`src/rtl/fetch_sequencer.sv`:
```
// Instruction fetch sequencer: owns the PC, issues req/ack reads to imem, hands words to decode.
// Latency: ack in cycle N -> if_valid in N+1; steady state one instruction per 2 cycles.
// Backpressure: if_ready=0 holds the word with no new request; stall only gates new requests.
// Optional FETCH_PERF_CNT_EN adds the fetch_count handshake counter port.
module fetch_sequencer #(
    parameter logic [31:0] RESET_PC = 32'h0000_0000,
    parameter logic [31:0] PC_STEP  = 32'd4
) (
    input  logic        clock,
    input  logic        reset,
    output logic        imem_req,
    output logic [31:0] imem_addr,
    input  logic        imem_ack,
    input  logic [31:0] imem_rdata,
    input  logic        redirect_valid,
    input  logic [31:0] redirect_pc,
    input  logic        stall,
    output logic        if_valid,
    output logic [31:0] if_instr,
    output logic [31:0] if_pc,
    input  logic        if_ready
`ifdef FETCH_PERF_CNT_EN
    ,
    output logic [31:0] fetch_count
`endif
);

    typedef enum logic [1:0] {
        S_IDLE  = 2'd0,
        S_REQ   = 2'd1,
        S_HOLD  = 2'd2,
        S_DRAIN = 2'd3
    } state_t;

    state_t      state, state_nxt;
    logic [31:0] pc, pc_nxt;
    logic [31:0] drain_addr, drain_addr_nxt;
    logic        valid_q, valid_nxt;
    logic [31:0] instr_q, instr_nxt;
    logic [31:0] ipc_q, ipc_nxt;

    // Word-aligned redirect target; the low two bits are simply masked off.
    logic [31:0] redirect_tgt;
    // Where to go once the current transaction is over: stall parks us in IDLE.
    state_t      resume_state;

    assign redirect_tgt = redirect_pc & 32'hFFFF_FFFC;
    assign resume_state = stall ? S_IDLE : S_REQ;

    // State is register-based, so imem_req drops the moment reset asserts.
    assign imem_req  = (state == S_REQ) || (state == S_DRAIN);
    // DRAIN keeps presenting the abandoned address so the memory sees a stable request.
    assign imem_addr = (state == S_DRAIN) ? drain_addr : pc;
    assign if_valid  = valid_q;
    assign if_instr  = instr_q;
    assign if_pc     = ipc_q;

    // Next-state and datapath decisions; redirect outranks everything in every state.
    always_comb begin
        state_nxt      = state;
        pc_nxt         = pc;
        drain_addr_nxt = drain_addr;
        valid_nxt      = valid_q;
        instr_nxt      = instr_q;
        ipc_nxt        = ipc_q;
        case (state)
            S_IDLE: begin
                if (redirect_valid) begin
                    pc_nxt = redirect_tgt;
                end
                state_nxt = resume_state;
            end
            S_REQ: begin
                if (redirect_valid) begin
                    pc_nxt = redirect_tgt;
                    if (imem_ack) begin
                        // Returned word belongs to the old path: drop it.
                        state_nxt = resume_state;
                    end else begin
                        // Request cannot be withdrawn; finish it at the old address.
                        drain_addr_nxt = pc;
                        state_nxt      = S_DRAIN;
                    end
                end else if (imem_ack) begin
                    instr_nxt = imem_rdata;
                    ipc_nxt   = pc;
                    valid_nxt = 1'b1;
                    pc_nxt    = pc + PC_STEP;
                    state_nxt = S_HOLD;
                end
            end
            S_HOLD: begin
                if (redirect_valid) begin
                    valid_nxt = 1'b0;
                    pc_nxt    = redirect_tgt;
                    state_nxt = resume_state;
                end else if (if_ready) begin
                    valid_nxt = 1'b0;
                    state_nxt = resume_state;
                end
            end
            S_DRAIN: begin
                if (redirect_valid) begin
                    pc_nxt = redirect_tgt;
                end
                if (imem_ack) begin
                    state_nxt = resume_state;
                end
            end
            default: begin
                state_nxt = S_IDLE;
            end
        endcase
    end

    // Architectural state and the decode-facing output register.
    always_ff @(posedge clock or posedge reset) begin
        if (reset) begin
            state      <= S_IDLE;
            pc         <= RESET_PC;
            drain_addr <= RESET_PC;
            valid_q    <= 1'b0;
            instr_q    <= 32'h0;
            ipc_q      <= 32'h0;
        end else begin
            state      <= state_nxt;
            pc         <= pc_nxt;
            drain_addr <= drain_addr_nxt;
            valid_q    <= valid_nxt;
            instr_q    <= instr_nxt;
            ipc_q      <= ipc_nxt;
        end
    end

`ifdef FETCH_PERF_CNT_EN
    // Counts decode handshakes, including one that coincides with a flushing redirect.
    always_ff @(posedge clock or posedge reset) begin
        if (reset) begin
            fetch_count <= 32'h0;
        end else if (valid_q && if_ready) begin
            fetch_count <= fetch_count + 32'd1;
        end
    end
`endif

endmodule

```
`config.mk`:
```
export PLATFORM = sky130hd
export DESIGN_NAME = fetch_sequencer
export DESIGN_NICKNAME = d
export VERILOG_FILES = /design/src/rtl/fetch_sequencer.sv
export SDC_FILE = /design/constraint.sdc
export NUM_CORES = 1
export LEC_CHECK = 0
export CAP_MARGIN = 25
export CORE_MARGIN = 3
export CORE_UTILIZATION = 43
export DETAILED_ROUTE_END_ITERATION = 7
export GPL_TIMING_DRIVEN = 0
export PLACE_DENSITY = 0.75
export SETUP_SLACK_MARGIN = 0.4
export SLEW_MARGIN = 20
export SYNTH_ARGS = -nofsm -noshare
export SYNTH_HDL_FRONTEND = slang
export SYNTH_SLANG_ARGS = --single-unit
```
`constraint.sdc`:
```
create_clock -name clock -period 4.56 [get_ports clock]
set_input_delay 1.368 -clock clock [delete_from_list [all_inputs] [get_ports clock]]
set_output_delay 1.368 -clock clock [all_outputs]
set_load 0.01 [all_outputs]
```
==> metrics, run 1 <==
status=complete, no violations; crit path buf inv count=3; Worst-Skew Late Latency=0.41 ns; area grow syn2layout=42.21%; final hold viol count=0; gp weighted congestion=0.8346; peak supply drop=between 0.2 and 0.3 mV; Antenna diodes=0; final worst clock skew=approximately 0.0073 ns; GRT Residual Overflow=0; Finished Layout Cells=between 800 and 900; hpwl dp=11820 um; TritonCTS clock tree=done; critical path endpoint category=primary output; Seq. cell area=3128 sq um; Die W=roughly 120 um; post-CTS setup repair buffer count=0; die area=15030 sq um; most frequent cells in the layout=160 x clkdlybuf4s50_1, 125 x dfrtp_1, 122 x mux2_2, 27 x clkbuf_1, 22 x nor2_1; setup tns final=0 ns; max_slew headroom=0.4764; EDFF count, synth=0; CP max FO=10; placed insts=815; Final Util=0.6431; vias in the first global route=just under 5000; Fmax achieved=259.9 MHz; final slew viol count=0; Setup CP Type=reg -> out; RSZ-0062 raised after global routing=false; CP Launch Type=flop; PortBufs=160; Total Power=4.179 mW; placed cell area=between 7000 and 8000 sq um; Post-synth top flop=dfrtp_1; H-tree depth=4; Pleak=3.331 nW; final worst slack=0.7120 ns; sequential fraction of the synthesis area=0.5351; Worst Tran Pin Value=around 0.77 ns; Tcrit/Tclk final=0.8439; total wire length=16000 um; Syn Inst Count=476; CP Depth=5; Max clock buf depth=2; synthesized area per cell=~12 sq um; total CTS buffers=17; Synth warnings=0; Clk pin slew, worst setup/hold paths=0.06 ns; GRT Total Usage=0.2227; commonest non-fill, non-tap cell in the layout=clkdlybuf4s50_1; first-pass GRT wire length=around 26000 um; largest net degree at the start of global routing=34; Top Family by Delay on Critical Path=buffers and inverters; CP Data Required Time=3.19 ns; #FFs+latches synth=125; initial antenna violation count=0; Final nets=around 730; Final ANT Viol Nets=0; share of cells above drive strength 1=0.2652; design area=8313 sq um; post-route minimum period=around 3.8 ns; DR iter-0 viols=340; final setup vio count=0; worst hold path class=reg -> reg; total power per unit cell area=502.8 nW/um^2; drt via density=roughly 5.5; row count=a little over 40; Fillers=1040; count of cell types in the netlist=about 50; Post-Place Worst Slack=0.3283 ns; WL per Instance=18.89 um; WP data arrival=2.48 ns; First-pass DRT Iterations=5; CP Cell Sequence=clkbuf_2 > nand2_1 > clkbuf_1 > mux2_2 > clkdlybuf4s50_1; worst r2r path cells=4; # hold bufs at CTS=0; Root Driver=clkbuf_16; die height=122.6 um; worst hold stages=1; Async SR Flop Fraction=1.000; crit-path max cell delay=0.53 ns; Fin Hold WS=0.5008 ns; MaxCap Viol Count=0; floorplan core area=roughly 13000 sq um; Netlist Area Pre-Place=5846 sq um; cts repair resizes=0; critical-path cell with the highest stage delay=clkbuf_1; clock sink total=approximately 130; I/O pins=168; Multi-input gate area=2519 sq um; DR DRC count=0; via count=4626; Initial Util=0.4522
==> layer usage <==
layer | track usage | part of all wire | vias to the layer above
met5 | 0 | 0 | -
met3 | 0.07880 | 0.089 | 33
li1 | - | - | 2121
met4 | 0.07838 | 0.021 | 0
met2 | 0.3525 | 0.48 | 207
met1 | 0.2846 | 0.41 | 2265
==> worst paths after layout <==
kind | slack, ns | start | to
min | 0.50 | drain_addr[18] | drain_addr[18]
min in group asynchronous | 1.36 | reset | if_pc[7]
min reg2reg | 0.50 | drain_addr[18] | drain_addr[18]
max in group asynchronous | 2.48 | reset | if_pc[28]
max reg2reg | 1.91 | state[1] | if_pc[4]
max | 0.71 | state[0] | imem_addr[30]
==> power breakdown <==
part | total, mW | switching, mW | leakage (nW) | internal (mW)
combinational | 1.29 | 0.490 | 1.59 | 0.799
sequential | 1.63 | 0.197 | 1.47 | 1.44
clock | 1.26 | 0.469 | 0.271 | 0.787
==> kinds of logic after synthesis <==
family	after synthesis	synth area share
flip-flops	125	0.5351
multiplexers	122	0.2350
AND/OR/NAND/NOR	113	0.1111
AO/OA/AOI/OAI	59	0.06806
buffers and inverters	47	0.03596
XOR/XNOR	8	0.01199
adder cells (fa/ha/maj)	1	0.002140
other	1	0.0006415
==> flip-flops by register name (all words and copies together), names as in the netlist <==
name        cells
state           2
drain_addr     30
pc             30
if_instr       32
if_valid        1
if_pc          30
==> area by class of cell <==
type,count,area share
flip-flops and latches,125,0.3763
multi-input cells,307,0.3030
repair buffers,164,0.2032
clock buffers,25,0.05840
well taps,172,0.02589
plain buffers,41,0.02258
clock inverters,7,0.007526
inverters,6,0.003161
==> synthesized netlist by cell type, types with 9 or more instances <==
| cell type | instances | area (sq um) |
|---|---|---|
| nand2_1 | 20 | 75.07 |
| dfrtp_1 | 125 | 3128 |
| clkbuf_1 | 22 | 82.58 |
| nand4_1 | 12 | 75.07 |
| nor2_1 | 22 | 82.58 |
| buf_2 | 14 | 70.07 |
| or4_1 | 9 | 67.56 |
| mux2_2 | 122 | 1374 |
| nand3_1 | 18 | 90.09 |
| o21ai_0 | 15 | 75.07 |
| o31ai_1 | 9 | 67.56 |
| a31oi_1 | 12 | 75.07 |
Power figures use the tool's default switching activity.
==> run 2: changes to the inputs <==
- CORE_UTILIZATION: 43 -> 48
- PLACE_DENSITY: 0.75 -> 0.8
- clock period: 4.56 -> 3.9 ns (I/O delays scaled with it)
==> run 2 against run 1 <==
Net effect: via count up 0.41%; combinational power up 16%; die area down 9.9%; sequential share of layout area down 0.19 points; largest cell class unchanged.
==> metrics, run 2 (synthesis results as in run 1) <==
status=complete, no violations; Post-Place Worst Slack=-0.07054 ns (-0.3989 ns); peak supply drop=0.4378 mV (+62%); crit path buf inv count=3 (unchanged); Fmax achieved=between 200 and 300 MHz; Finished Layout Cells=817 (-3.5%); CP Cell Sequence=clkbuf_2 > nand2_1 > buf_2 > mux2_2 > clkdlybuf4s50_1; combinational power share=0.293 (-0.015); RSZ-0062 raised after global routing=false; Setup CP Type=reg -> out; critical-path cell with the highest stage delay=clkdlybuf4s50_1; crit-path max cell delay=0.49 ns (-0.04 ns); hpwl dp=11200 um (-5.3%); most frequent cells in the layout=160 x clkdlybuf4s50_1, 125 x dfrtp_1, 122 x mux2_2, 22 x nor2_1, 20 x nand2_1; GRT Total Usage=0.2408 (+0.01801); WP data arrival=2.22 ns (-0.26 ns); Tcrit/Tclk final=0.8689; final worst clock skew=0.006081 ns (-0.001197 ns); area grow syn2layout=42.92%; Fillers=806 (-23%); total CTS buffers=17 (unchanged); I/O pins=168 (unchanged); # hold bufs at CTS=0 (unchanged); GRT Residual Overflow=0 (unchanged); CP Data Required Time=2.73 ns (-0.46 ns); row count=39 (-4.9%); Total Power=5.120 mW (+23%); Largest register FFs=32 (unchanged); part of the power in the clock network=0.333 (+0.032); largest net degree at the start of global routing=36 (+5.9%); total wire length=15820 um (-1.1%); max_slew headroom=0.4922 (+0.01576); Final ANT Viol Nets=0 (unchanged); via count=4645 (+0.41%); critical path endpoint category=primary output; Worst-Skew Late Latency=0.41 ns (about the same); clock sink total=125 (unchanged); Reg power frac=0.373 (-0.018); final hold viol count=0 (unchanged); drt via density=5.685 (+4.1%); share of cells above drive strength 1=0.2774 (+0.01226); placed insts=785 (-3.7%); first-pass GRT wire length=24830 um (-3.3%); die area=13540 sq um (-9.9%); H-tree depth=4 (unchanged); DR iter-0 viols=256 (-25%); Fin Hold WS=0.4986 ns (-0.002186 ns); P_sw=1.375 mW (+19%); worst hold path class=reg -> reg; MaxCap Viol Count=0 (unchanged); Final nets=732 (-0.14%); Max clock buf depth=2 (unchanged); Initial Util=0.5012 (+0.04905); commonest non-fill, non-tap cell in the layout=clkdlybuf4s50_1; internal power=3.746 mW (+24%); Antenna diodes=0 (unchanged); vias in the first global route=4807 (-0.083%); gp weighted congestion=0.9057 (+8.5%); post-route minimum period=3.389 ns; post-CTS setup repair buffer count=0 (unchanged); initial antenna violation count=0 (unchanged); Top Family by Delay on Critical Path=buffers and inverters; Pleak=3.366 nW (+1.0%); flop-to-flop setup slack=1.39 ns (-0.52 ns); die height=116.4 um (-5.1%); Root Driver=clkbuf_16; CP max FO=10 (unchanged); final worst slack=0.5112 ns (-0.2008 ns); CP Launch Type=flop; final slew viol count=0 (unchanged); Seq. cell area=3128 sq um (unchanged); Clk pin slew, worst setup/hold paths=0.06 ns (about the same); PortBufs=160 (unchanged); TritonCTS clock tree=done; WL per Instance=19.37 um (+2.5%); Multi-input gate area=2525 sq um (+0.25%); total power per unit cell area=612.9 nW/um^2 (+22%); Die W=116.4 um (-5.1%); switching share of power=0.2685 (-0.008043); DR DRC count=0 (unchanged); Worst Tran Pin Value=0.7601 ns (-0.01468 ns); First-pass DRT Iterations=4 (-1); final setup vio count=0 (unchanged); Final Util=0.7163 (+0.07329); floorplan core area=11660 sq um (-9.8%)
-- run 2: changes by cell type in the layout (fill, tap and decap cells not counted) --
cell,delta
buf_16,-1
buf_2,+1
bufinv_16,+3
clkbuf_1,-8
clkbuf_2,+2
clkbuf_8,+1
clkinv_2,-1
clkinvlp_4,+2
nor4bb_1,-1
nor4bb_2,+1
-- run 2: per-stage QoR --
| stage | setup TNS [ns] | cell area (sq um) |
|---|---|---|
| after floorplan | 0 | 5861 |
| after detailed placement | -1.314 | 7701 |
| after global routing | 0 | 8354 |
| after global placement | 0 | 7641 |
| after CTS | 0 | 8346 |
| final | 0 | 8354 |
-- run 2: what timing repair did --
action	in CTS	in global routing
resized for setup	1	6
cloned	0	0
pin swaps	0	0
setup endpoints to repair	42	53
-- run 2: final cells by class --
cell class | instances | share of cell area
tap | 143 | 0.02142
timing repair buffer | 163 | 0.1989
sequential | 125 | 0.3744
clock buffer | 21 | 0.05751
clock inverter | 11 | 0.01947
buffer | 41 | 0.02291
inverter | 6 | 0.003145
multi-input combinational | 307 | 0.3022
-- run 2: metal layers --
| layer | track usage | vias up | wire, um |
|---|---|---|---|
| met4 | 0.08817 | 0 | 306 |
| met5 | 0 | - | 0 |
| met1 | 0.2971 | 2291 | 6371 |
| met2 | 0.3982 | 204 | 7867 |
| li1 | - | 2121 | - |
| met3 | 0.07668 | 29 | 1278 |
-- run 2: power groups by stage --
stage	clock (mW)	combinational (mW)	sequential, mW
final	1.71	1.50	1.91
after global routing	1.78	1.61	1.97
after CTS	1.72	1.52	1.92
after detailed placement	0	1.50	1.93
after global placement	0	1.47	1.90
after floorplan	0	0.603	1.99
-- run 2: worst paths after layout --
check,from,end,cells after the start
max in group asynchronous,reset,if_pc[15],4
min in group asynchronous,reset,if_instr[2],2
hold reg to reg,drain_addr[25],drain_addr[25],1
setup reg to reg,pc[2],pc[22],6
hold / removal,drain_addr[25],drain_addr[25],1
setup / recovery,state[0],imem_addr[14],5
-- run 2: worst register-to-register path, cell delays in order (launching register included) --
cell	delay, ns
dfrtp_1	0.49
ha_1	0.26
and3_1	0.17
clkbuf_1	0.30
nand3_1	0.40
or4_2	0.65
a31oi_1	0.17
==> run 3: changes to the inputs <==
- SKIP_LAST_GASP: unset -> 1
==> results of run 3 <==
The final DEF is identical to that of run 2; final timing and power are the same.
==> RTL change 1 (flow settings as in run 1) <==
Build with the macro `FETCH_PERF_CNT_EN` defined.
--- a/src/rtl/fetch_sequencer.sv
+++ b/src/rtl/fetch_sequencer.sv
@@ -3,4 +3,6 @@
 // Backpressure: if_ready=0 holds the word with no new request; stall only gates new requests.
 // Optional FETCH_PERF_CNT_EN adds the fetch_count handshake counter port.
+`define FETCH_PERF_CNT_EN
+
 module fetch_sequencer #(
     parameter logic [31:0] RESET_PC = 32'h0000_0000,
Behaviour (old outputs only; new: fetch_count): unchanged (equiv_simple and equiv_induct, registers matched by name and starting in step).
==> RTL change 1 against run 1 <==
- synthesized cell count up 51%
- critical path depth unchanged
- fmax down 0.76%
- sequential cell count up 32
- area after synthesis up 24%
- worst setup slack worse by 0.030 ns
- clock skew about the same
- design area up 23%
- total power up 15%
- count of clock-buffer cells in the layout down 4
- critical path type unchanged
- sequential share of layout area up 0.95 points
- combinational power up 5%
- routed wire length up 19%
- die area up 23%
==> RTL change 1: results (changes against run 1) <==
Routing
  • Met2 Wirelength: 8.79 mm (+15%)
  • Per-cell routed wire length: 16.3 um (-14%)
  • DR vias: 5930 (+28%)
  • Routed wire length on met3: 1.62 mm (+13%)

Worst setup path
  • R2r setup slk: 2.25 ns (+0.34 ns)
  • CP Data Arrival Time: 2.51 ns (+0.03 ns)
  • CP max stage cell: clkdlybuf4s50_1
  • Cells on worst reg2reg path: 6 (+2)

STA
  • Setup Skew: 0.00747 ns (+0.000195 ns)
  • Hold_ws: 0.466 ns (-0.0343 ns)
  • Final period utilization: 85.0% (+0.65 points)

Synthesis
  • Synth cell count leaders: 227 x nand2_1, 157 x dfrtp_1, 61 x mux2_2
  • Commonest register cell after synthesis: dfrtp_1
  • Syn Inst Count: 719 (+51%)
  • Synth top area cells: dfrtp_1 54%, nand2_1 12%, mux2_2 9.5%
  • Netlist cell types: 53 (+8.2%)

Place
  • Setup WS pre-CTS: 0.897 ns (+0.569 ns)
  • Dpl hpwl: 13.9 mm (+18%)
  • GP Congestion: 0.847 (+1.5%)
  • Post-DP Area: 0.00955 sq mm (+23%)

Global routing
  • Met1 usage: 28.2% (-0.21 points)
  • Vias in the first global route: 5951 (+24%)
  • Total track usage: 21.3% (-0.95 points)
  • Met3 Use GR: 6.65% (-1.2 points)
  • Global-route wire length before repair: 30.8 mm (+20%)
  • Met2 Use GR: 33.2% (-2.1 points)

Status
  • Status: finished, final reports clean

Pwr
  • Leak Pwr: 4.47 nW (+34%)
  • Net Switching: 1.36 mW (+17%)
  • VDD IR max: 284 uV (+4.8%)

Cells and area
  • Layout cells sized above 1: 13.8% (-13 points)
  • # nets final: 1010 (+38%)
==> RTL change 1: changes by cell type after synthesis, sizes merged, moves of 8 or more <==
cell and delta:
mux2 -61, xnor2 +31, or4 -9, nor3 +8
nand2 +208, a31oi -10, dfrtp +32, o31ai -8
==> RTL change 1: power groups by stage <==
| stage | registers [mW] | clock network (mW) | logic (mW) |
|---|---|---|---|
| 2_1_floorplan | 2.04 | 0 | 0.539 |
| 3_3_place_gp | 1.97 | 0 | 1.34 |
| 3_5_place_dp | 1.98 | 0 | 1.37 |
| 4_1_cts | 1.96 | 1.54 | 1.38 |
| 5_1_grt | 2.00 | 1.61 | 1.49 |
| 6_report | 1.96 | 1.51 | 1.36 |
==> RTL change 1: final cells by class <==
cell class | instances | area [sq um]
inverter | 9 | 37.5
buffer | 43 | 193
tap | 216 | 270
clock buffer | 21 | 470
clock inverter | 11 | 163
multi-input combinational | 513 | 3090
fill | 1349 | 5990
sequential | 157 | 3930
timing repair buffer | 197 | 2030
==> RTL change 1: final timing paths <==
check	startpoint	to
max	state[0]$_DFFE_PP0P_	imem_addr[28]
min	fetch_count[31]$_DFFE_PP0P_	fetch_count[31]$_DFFE_PP0P_
max reg2reg	pc[2]$_DFFE_PP0P_	pc[30]$_DFFE_PP0P_
min reg2reg	fetch_count[31]$_DFFE_PP0P_	fetch_count[31]$_DFFE_PP0P_
max in group asynchronous	reset	if_pc[4]$_DFFE_PP0P_
min in group asynchronous	reset	fetch_count[31]$_DFFE_PP0P_
==> RTL change 1: cell families (layout without fill, tap and decap cells) <==
logic type	Yosys count	after routing	synth area share, %
xor+xnor	45	45	5.45
fa+ha+maj	2	2	0.346
mux	63	63	9.77
other cells	1	4	0.0518
simple gates	347	347	22.0
buf+inv	52	281	3.13
compound gates	52	52	4.91
flops	157	157	54.3
==> RTL change 2 (flow settings as in run 1) <==
Without the edit above. Encoding of `state_t`: now one-hot (4 bits for 4 states).
--- a/src/rtl/fetch_sequencer.sv
+++ b/src/rtl/fetch_sequencer.sv
@@ -26,9 +26,9 @@
 );
 
-    typedef enum logic [1:0] {
-        S_IDLE  = 2'd0,
-        S_REQ   = 2'd1,
-        S_HOLD  = 2'd2,
-        S_DRAIN = 2'd3
+    typedef enum logic [3:0] {
+        S_IDLE  = 4'b0001,
+        S_REQ   = 4'b0010,
+        S_HOLD  = 4'b0100,
+        S_DRAIN = 4'b1000
     } state_t;
 
Formal check against the unedited RTL: no difference found for any inputs over 4 cycles, from zero or initial values and one cycle with reset high; so few cycles prove little.
==> RTL change 2 against run 1 <==
- area after synthesis grew 6.9%
- core utilization down 2.0 points
- sequential share of layout area down 1.3 points
- via count increased by 12%
- clock skew is 0.0035 ns higher
- sequential cell count increased by 2
- critical path depth unchanged
- worst setup slack got worse by 0.028 ns
- design area grew 5.3%
- routed wire length increased by 9.4%
- highest routed layer unchanged
Power is not compared: it rests on default switching activity, and its combinational part moved more than twofold at a synthesized area within 25%.
==> RTL change 2: results (changes against run 1) <==
Place
  • Setup WS pre-CTS: 0.736 ns (+0.407 ns)
  • Post-DP Area: 0.00817 sq mm (+5.2%)
  • GP Congestion: 0.884 (+5.9%)
  • # placed instances: 896 (+9.9%)
  • Dpl hpwl: 12.8 mm (+8.0%)

Global routing
  • Largest net degree at the start of global routing: 35 (+2.9%)
  • Met1 usage: 29.2% (+0.79 points)
  • Vias in the first global route: 5497 (+14%)
  • Met3 Use GR: 5.98% (-1.9 points)
  • Met2 Use GR: 35.0% (-0.22 points)
  • Total track usage: 22.4% (+0.079 points)
  • Global-route wire length before repair: 28.5 mm (+11%)

Status
  • Status: finished, final reports clean

Routing
  • Via-per-instance ratio: 5.58 (+2.1%)
  • Wirelength, routed: 17.5 mm (+9.4%)
  • Initial DRC Count: 389 (+14%)
  • Met2 Wirelength: 8.14 mm (+6.3%)
  • Metal-1 WL: 7.50 mm (+14%)
  • Per-cell routed wire length: 18.8 um (-0.39%)
  • Routed wire length on met3: 1.49 mm (+4.2%)

Worst setup path
  • CP Data Arrival Time: 2.51 ns (+0.03 ns)
  • Largest stage delay, worst path: 0.49 ns (-0.04 ns)
  • CP max stage cell: clkdlybuf4s50_1

Synthesis
  • Adder-cell share of the synthesized area: 0.200% (-0.014 points)
  • Synth cell count leaders: 126 x dfrtp_1, 87 x mux2_2, 48 x nand2_1
  • Synth top area cells: dfrtp_1 50%, mux2_2 16%, mux2_4 4.1%
  • Mux share of post-synthesis cell area: 19.9% (-3.6 points)
  • Post-synthesis compound-gate area fraction: 12.6% (+5.8 points)
  • Mapped cell area: 0.00625 sq mm (+6.9%)
  • Post-synthesis xor/xnor area fraction: 0.280% (-0.92 points)
  • Netlist cell types: 59 (+20%)
  • Sequential fraction of the synthesis area: 50.9% (-2.6 points)
  • Mean Syn Cell Area: 11.4 sq um (-7.3%)

Cells and area
  • Antenna cells: 0 (unchanged)
  • Layout cells sized above 1: 25.7% (-0.79 points)
  • # nets final: 808 (+10%)
  • Reg area: 0.00318 sq mm (+1.6%)
  • Fillers: 1109 (+6.6%)

Pwr
  • Leak Pwr: 3.73 nW
  • Design Power: 6.08 mW

STA
  • Setup Skew: 0.0108 ns (+0.00352 ns)
  • Worst slew pin tran: 0.651 ns (-0.124 ns)

Clock tree
  • Resized Gates After CTS: 0 (unchanged)
[RTL change 2: cell count changes in the layout (fill, tap and decap cells not counted), moves of 7 or more]
| cell | before | now |
|---|---|---|
| a21oi_1 | 4 | 34 |
| a31oi_1 | 12 | 2 |
| buf_2 | 14 | 25 |
| clkbuf_1 | 27 | 12 |
| mux2_2 | 122 | 87 |
| mux2_4 | 0 | 17 |
| nand2_1 | 20 | 48 |
| nand3_1 | 18 | 25 |
| o21ai_0 | 15 | 42 |
| o22ai_1 | 2 | 10 |
| or4_1 | 9 | 0 |
[RTL change 2: layout make-up]
cell class	instances	area share, %
buffer	47	2.89
timing repair buffer	166	19.4
inverter	9	0.429
clock inverter	15	1.66
tap	180	2.57
clock buffer	17	4.86
sequential	127	36.3
multi-input combinational	369	31.9
[RTL change 2: what timing repair did]
action,in CTS,in global routing
hold buffers,0,0
setup endpoints to repair,20,0
endpoints found under the hold margin,0,0
setup buffers,2,0
[RTL change 2: worst paths after layout]
check                                                from                        end  slack [ns]  depth (start not counted)
worst max-delay path                 state[0]$_DFFE_PP1P_              imem_addr[22]        0.68                          5
max in group asynchronous                           reset      if_pc[15]$_DFFE_PP0P_        2.43                          5
worst min-delay path            drain_addr[4]$_DFFE_PP0N_  drain_addr[4]$_DFFE_PP0N_        0.48                          2
worst min register to register  drain_addr[4]$_DFFE_PP0N_  drain_addr[4]$_DFFE_PP0N_        0.48                          2
min in group asynchronous                           reset   if_instr[20]$_DFFE_PP0P_        1.25                          2
worst max register to register       state[0]$_DFFE_PP1P_         pc[11]$_DFFE_PP0P_        2.23                          7
[RTL change 2: tightest hold or removal path: cells and delay by family, from the launching register on]
family	cells	cell delay (ns)
AO/OA/AOI/OAI	1	0.06
flip-flops	1	0.34
AND/OR/NAND/NOR	1	0.04
